--- src/rtl/frac_ce_gen.sv ---
// frac_ce_gen: multi-channel fractional clock-enable generator.
// Each channel runs a phase accumulator modulo CLK_HZ and emits one-cycle
// ce_o pulses at an average rate of rate/CLK_HZ per clk_sys cycle. Rate
// changes are captured into a pending slot and applied on a pulse boundary
// (or immediately while the channel is idle); chg_o toggles on every change
// of the active rate.
// Optional feature macro: FRAC_CE_SYNCLOCK_EN adds sync-locked rate
// measurement on channel 0 (pulses per frame * 60, clamped to
// [MIN_HZ, CLK_HZ]). Without it sync_i and lock_en_i are ignored.
module frac_ce_gen #(
  parameter int unsigned CHANNELS = 2,
  parameter int unsigned WIDTH    = 32,
  parameter int unsigned CLK_HZ   = 42000000,
  parameter int unsigned MIN_HZ   = 5000000
) (
  input  logic                      clk_sys,
  input  logic                      reset,
  input  logic [CHANNELS*WIDTH-1:0] rate_i,
  input  logic [CHANNELS-1:0]       rate_ld_i,
  output logic [CHANNELS-1:0]       ce_o,
  output logic [CHANNELS-1:0]       chg_o,
  input  logic                      sync_i,
  input  logic                      lock_en_i
);

  localparam int unsigned AW    = WIDTH + 1;
  localparam logic [AW-1:0]    MOD   = AW'(CLK_HZ);
  localparam logic [WIDTH-1:0] CLK_W = WIDTH'(CLK_HZ);

  // Per-channel state
  logic [AW-1:0]    acc     [CHANNELS];
  logic [WIDTH-1:0] active  [CHANNELS];
  logic [WIDTH-1:0] pending [CHANNELS];
  logic [CHANNELS-1:0] pend_v;

  // Next-state values
  logic [AW-1:0]    acc_nxt_c     [CHANNELS];
  logic [AW-1:0]    sum_c         [CHANNELS];
  logic [WIDTH-1:0] act_nxt_c     [CHANNELS];
  logic [WIDTH-1:0] pend_nxt_c    [CHANNELS];
  logic [WIDTH-1:0] cap_rate_c    [CHANNELS];
  logic [CHANNELS-1:0] cap_c;
  logic [CHANNELS-1:0] apply_c;
  logic [CHANNELS-1:0] pend_v_nxt_c;
  logic [CHANNELS-1:0] ce_nxt_c;
  logic [CHANNELS-1:0] chg_nxt_c;

  // Channel-0 lock load request and its clamped rate
  logic             lock_ld_c;
  logic [WIDTH-1:0] lock_rate_c;

  // Requests above CLK_HZ saturate to a pulse every cycle
  function automatic logic [WIDTH-1:0] clamp_rate(input logic [WIDTH-1:0] r);
    return (r > CLK_W) ? CLK_W : r;
  endfunction

`ifdef FRAC_CE_SYNCLOCK_EN
  localparam int unsigned MW = WIDTH + 6;
  localparam logic [MW-1:0] CLK_M = MW'(CLK_HZ);
  localparam logic [MW-1:0] MIN_M = MW'(MIN_HZ);

  logic             sync_q;
  logic             armed;
  logic [WIDTH-1:0] pcnt;
  logic             sync_rise_c;
  logic [MW-1:0]    meas_c;

  assign sync_rise_c = sync_i & ~sync_q;
  assign meas_c      = MW'(pcnt) * MW'(60);
  assign lock_ld_c   = sync_rise_c & lock_en_i & armed;

  // Clamp the per-frame measurement into the legal rate window
  always_comb begin
    lock_rate_c = WIDTH'(meas_c);
    if (meas_c > CLK_M) begin
      lock_rate_c = CLK_W;
    end else if (meas_c < MIN_M) begin
      lock_rate_c = WIDTH'(MIN_HZ);
    end
  end

  // Sync edge detect, arming and saturating pulse counter for channel 0
  always_ff @(posedge clk_sys or posedge reset) begin
    if (reset) begin
      sync_q <= 1'b0;
      armed  <= 1'b0;
      pcnt   <= '0;
    end else begin
      sync_q <= sync_i;
      armed  <= lock_en_i & (armed | sync_rise_c);
      if (sync_rise_c) begin
        pcnt <= '0;
      end else if (ce_o[0] && (pcnt != '1)) begin
        pcnt <= pcnt + WIDTH'(1);
      end
    end
  end
`else
  logic unused_sync;

  assign lock_ld_c   = 1'b0;
  assign lock_rate_c = '0;
  assign unused_sync = sync_i ^ lock_en_i;
`endif

  // Capture, boundary-aligned apply and accumulator step for every channel
  always_comb begin
    for (int n = 0; n < CHANNELS; n++) begin
      cap_c[n]      = rate_ld_i[n];
      cap_rate_c[n] = clamp_rate(rate_i[n*WIDTH +: WIDTH]);
      if ((n == 0) && lock_ld_c) begin
        cap_c[n]      = 1'b1;
        cap_rate_c[n] = lock_rate_c;
      end

      apply_c[n]   = pend_v[n] && (ce_o[n] || (active[n] == '0));
      act_nxt_c[n] = apply_c[n] ? pending[n] : active[n];
      sum_c[n]     = acc[n] + {1'b0, act_nxt_c[n]};

      if (sum_c[n] >= MOD) begin
        acc_nxt_c[n] = sum_c[n] - MOD;
        ce_nxt_c[n]  = 1'b1;
      end else begin
        acc_nxt_c[n] = sum_c[n];
        ce_nxt_c[n]  = 1'b0;
      end

      chg_nxt_c[n]    = chg_o[n] ^ (apply_c[n] && (pending[n] != active[n]));
      pend_nxt_c[n]   = cap_c[n] ? cap_rate_c[n] : pending[n];
      pend_v_nxt_c[n] = cap_c[n] | (pend_v[n] & ~apply_c[n]);
    end
  end

  // Channel state registers
  always_ff @(posedge clk_sys or posedge reset) begin
    if (reset) begin
      ce_o   <= '0;
      chg_o  <= '0;
      pend_v <= '0;
      for (int n = 0; n < CHANNELS; n++) begin
        acc[n]     <= '0;
        active[n]  <= '0;
        pending[n] <= '0;
      end
    end else begin
      ce_o   <= ce_nxt_c;
      chg_o  <= chg_nxt_c;
      pend_v <= pend_v_nxt_c;
      for (int n = 0; n < CHANNELS; n++) begin
        acc[n]     <= acc_nxt_c[n];
        active[n]  <= act_nxt_c[n];
        pending[n] <= pend_nxt_c[n];
      end
    end
  end

endmodule
--- config.mk ---
export PLATFORM = sky130hd
export DESIGN_NAME = frac_ce_gen
export DESIGN_NICKNAME = d
export VERILOG_FILES = /design/src/rtl/frac_ce_gen.sv
export SDC_FILE = /design/constraint.sdc
export NUM_CORES = 1
export LEC_CHECK = 0
export BUFFER_PORTS_ARGS = -buffer_cell sky130_fd_sc_hd__buf_2
export CORE_ASPECT_RATIO = 0.7
export CORE_MARGIN = 8
export CORE_UTILIZATION = 55
export CTS_CLUSTER_SIZE = 20
export DETAILED_ROUTE_END_ITERATION = 6
export PLACE_DENSITY = 0.79
export SLEW_MARGIN = 5
export SYNTH_ARGS = -nofsm -noshare
export SYNTH_HDL_FRONTEND = slang
export SYNTH_SLANG_ARGS = --single-unit
--- constraint.sdc ---
create_clock -name clk_sys -period 13.65 [get_ports clk_sys]
set_input_delay 0.6825 -clock clk_sys [delete_from_list [all_inputs] [get_ports clk_sys]]
set_output_delay 0.6825 -clock clk_sys [all_outputs]
set_load 0.01 [all_outputs]
==> metrics.cfg <==
[setup_path]
crit_type = register to register
cp_data_required_time_ns = 13.96
cpLargestDelayFamily = compound AO/OA/AOI/OAI gates
cp.arrival_ns = 7.27
cp-end-kind = register
path_buf_inv = 3
critPathMaxStageDelay_ns = 0.67
crit_path_cell_trace = nor4_1 > nand4_1 > o21bai_1 > nand2_1 > buf_4 > o21ai_0 > ha_1 > inv_1 > fa_1 > nand2b_1 > a21oi_1 > o21ai_1 > o21ai_0 > xor2_1 > nor4_1 > and4bb_2 > a31oi_1 > a221oi_2 > buf_4 > a21oi_1 > xnor2_1
path_max_fanout = 50
critical_path.startpoint_type = register
cp_slowest_cell = o21ai_0

[placement]
pre_cts_slack_ns = 7.08
place_congestion = 0.929
place_hpwl_um = 26800
io_buffer_count = 71

[power]
p_per_area_nw_per_um2 = 206
total_leakage_power_uw = 0.00586
p_total_uw = 2910
peakVddDrop_uv = 103

[drt]
drc = 0
avgViaCountPerCell = 6.19
num_vias = 11002
drtIter0Drc = 1149
ant_nets = 0
avgRoutedWirePerCell_um = 19.6
wirelength_um = 34800
drtPass1Iterations = 6

[floorplanning]
die_area_um2 = 28700
pin_count = 74
initial_utilization = 0.552
rows = 47
core-area_um2 = 23300
die_height_um = 144
die_x_um = 199

[clock_network]
cts_tree = built
cts.clk_slew.worst_paths_ns = 0.09
cts_buffers = 17
worstSkewPairLatency_ns = 0.45
cts_root_buf = clkbuf_16
cts_buffer_depth = 2
htreeDepth = 4
ctsResizeCount = 0
cts.sinks = 200
cts_setup_buffers = 0
cts_hold_buffers = 0

[yosys]
yosysWarnings = 0
synth.distinct_cells = 81
synth_most_common_cell = dfrtp_1
yosysSeqAreaShare = 0.388
synth_top_flop_cell = dfrtp_1
synth_area_per_cell_um2 = 9.21
ys_ff_latch = 200
synthTopCellsByCount = dfrtp_1 (200), nand2_1 (151), xnor2_1 (120)
synthCells = 1400
syn_nets = 1538
syn_area_um2 = 12900
synth_area_leader_cell = dfrtp_1
yosys.area.top_type_share = 0.388
ys_top_cells_by_area = dfrtp_1 (39%), xnor2_1 (8.2%), ha_1 (6.4%)
synth_edf_count = 0
ys_async_sr_fraction = 1.00

[timing]
finalSetupTns_ns = 0
fmax_mhz = 144
setup_viol = 0
worst_slack_ns = 6.69
skew_ns = 0.0174
tightest_slew_ns = 1.12
grt_setup_unrepaired = no
post-route-min-period_ns = 6.96
hold_viol_final = 0
min_period_over_period = 0.510
slew_violations = 0
relSlewSlack = 0.248

[global_routing]
use_met1 = 0.382
grt_pass1_vias = 10339
grt_usage = 0.247
grt_pass1_wl_um = 55600
top_usage_layer = met1
use_met2 = 0.334
grt_start_max_net_pins = 126
met3_usage = 0.0700
antenna_found_initial = 0
grt-ovfl-total = 0

[hold_path]
hp-class = input pin to asynchronous set/reset pin

[layout]
nets = 1584
area_delta_synth_final_pct = 9.35
diodes = 0
final_core_util = 0.604
drive_above_1_share = 0.113

[flow_run]
drv_cap = 0

[status]
status = finished, final reports clean

-- sequential cells by signal, summed over array words and instances (netlist names) --
signal and cells:
chg_o 2, active 64, pend_v 2, pending 64, acc 66, ce_o 2
-- logic make-up (layout without fill, tap and decap cells) --
group / Yosys count / count (layout) / share of synthesized area
adder cells (fa/ha/maj): 68 / 68 / 0.0672
AO/OA/AOI/OAI: 379 / 379 / 0.193
buffers and inverters: 113 / 172 / 0.0344
XOR/XNOR: 159 / 159 / 0.108
multiplexers: 38 / 38 / 0.0324
AND/OR/NAND/NOR: 443 / 443 / 0.176
flip-flops: 200 / 200 / 0.388
-- placed cells by master, fill, tap and decap left out, types with 5 or more instances in the layout --
master	Yosys	final
nand4_1	44	44
xnor2_1	120	120
clkbuf_16	0	17
nor3_1	26	26
nor4_1	36	36
nor2b_1	23	23
buf_4	2	6
o211ai_1	14	14
inv_1	63	62
o21ai_1	8	8
or3_1	7	7
a211oi_1	13	13
and2_1	13	13
and3_1	9	9
nand2b_1	10	10
o21ai_0	104	104
and4_1	5	5
ha_1	66	66
nand2_1	151	151
nand3b_1	6	6
or2_2	9	9
xor2_1	39	39
mux2i_1	8	8
o211a_1	5	5
a31oi_1	13	13
mux2_2	30	30
o221ai_1	8	8
o21a_1	12	12
o31ai_1	6	6
a21o_1	29	29
dfrtp_1	200	200
a21oi_1	83	83
o22a_1	18	18
nand3_1	22	22
buf_2	3	71
o21bai_1	14	14
nor2_1	58	58
-- stage by stage --
stage | std cells | cell area [um^2] | hold slack (ns)
after floorplan | 1400 | 12900 | 0.471
after global routing | 1777 | 14100 | 0.454
after CTS | 1777 | 14100 | 0.441
final | 1777 | 14100 | 0.384
after global placement | 1745 | 13500 | 0.450
after detailed placement | 1745 | 13500 | 0.458
-- power breakdown --
part,switching (uW),internal [uW]
clock network,265,249
registers,53.0,719
logic,1010,610
total,1330,1580
-- final cells by class --
type / instances / area [um^2]
clock buffer: 18 / 429
fill: 1940 / 9250
tap: 318 / 398
multi-input combinational: 1087 / 7450
clock inverter: 14 / 170
inverter: 63 / 244
timing repair buffer: 77 / 400
sequential: 200 / 5000
-- routing by layer --
metal	vias up	wire length (um)
li1	5183	-
met1	5286	16700
met2	495	13700
met3	38	4100
met4	0	346
met5	-	0
-- worst reg2reg max path, cell delays in order (launching register included) --
cell and delay, ns:
dfrtp_1 0.41, nor4_1 0.50, nand4_1 0.18, o21bai_1 0.25, nand2_1 0.08, buf_4 0.28
o21ai_0 0.33, ha_1 0.25, inv_1 0.07, fa_1 0.43, nand2b_1 0.23, a21oi_1 0.27
o21ai_1 0.20, o21ai_0 0.67, xor2_1 0.28, nor4_1 0.54, and4bb_2 0.37, a31oi_1 0.21
a221oi_2 0.49, buf_4 0.34, a21oi_1 0.08, xnor2_1 0.37
-- path summary, 6_finish.rpt --
path,slack [ns],depth (start not counted),from,to
setup / recovery,6.69,21,active[16]$_DFF_PP0_,acc[24]$_DFF_PP0_
hold / removal,0.38,2,reset,pending[1]$_DFFE_PP0P_
setup reg to reg,6.69,21,active[16]$_DFF_PP0_,acc[24]$_DFF_PP0_
hold reg to reg,0.47,1,chg_o[1]$_DFF_PP0_,chg_o[1]$_DFF_PP0_
max in group asynchronous,11.77,3,reset,acc[40]$_DFF_PP0_
min in group clk_sys,0.45,2,rate_i[39],pending[7]$_DFFE_PP0P_
Note: power is estimated with default switching activity, not from simulation.
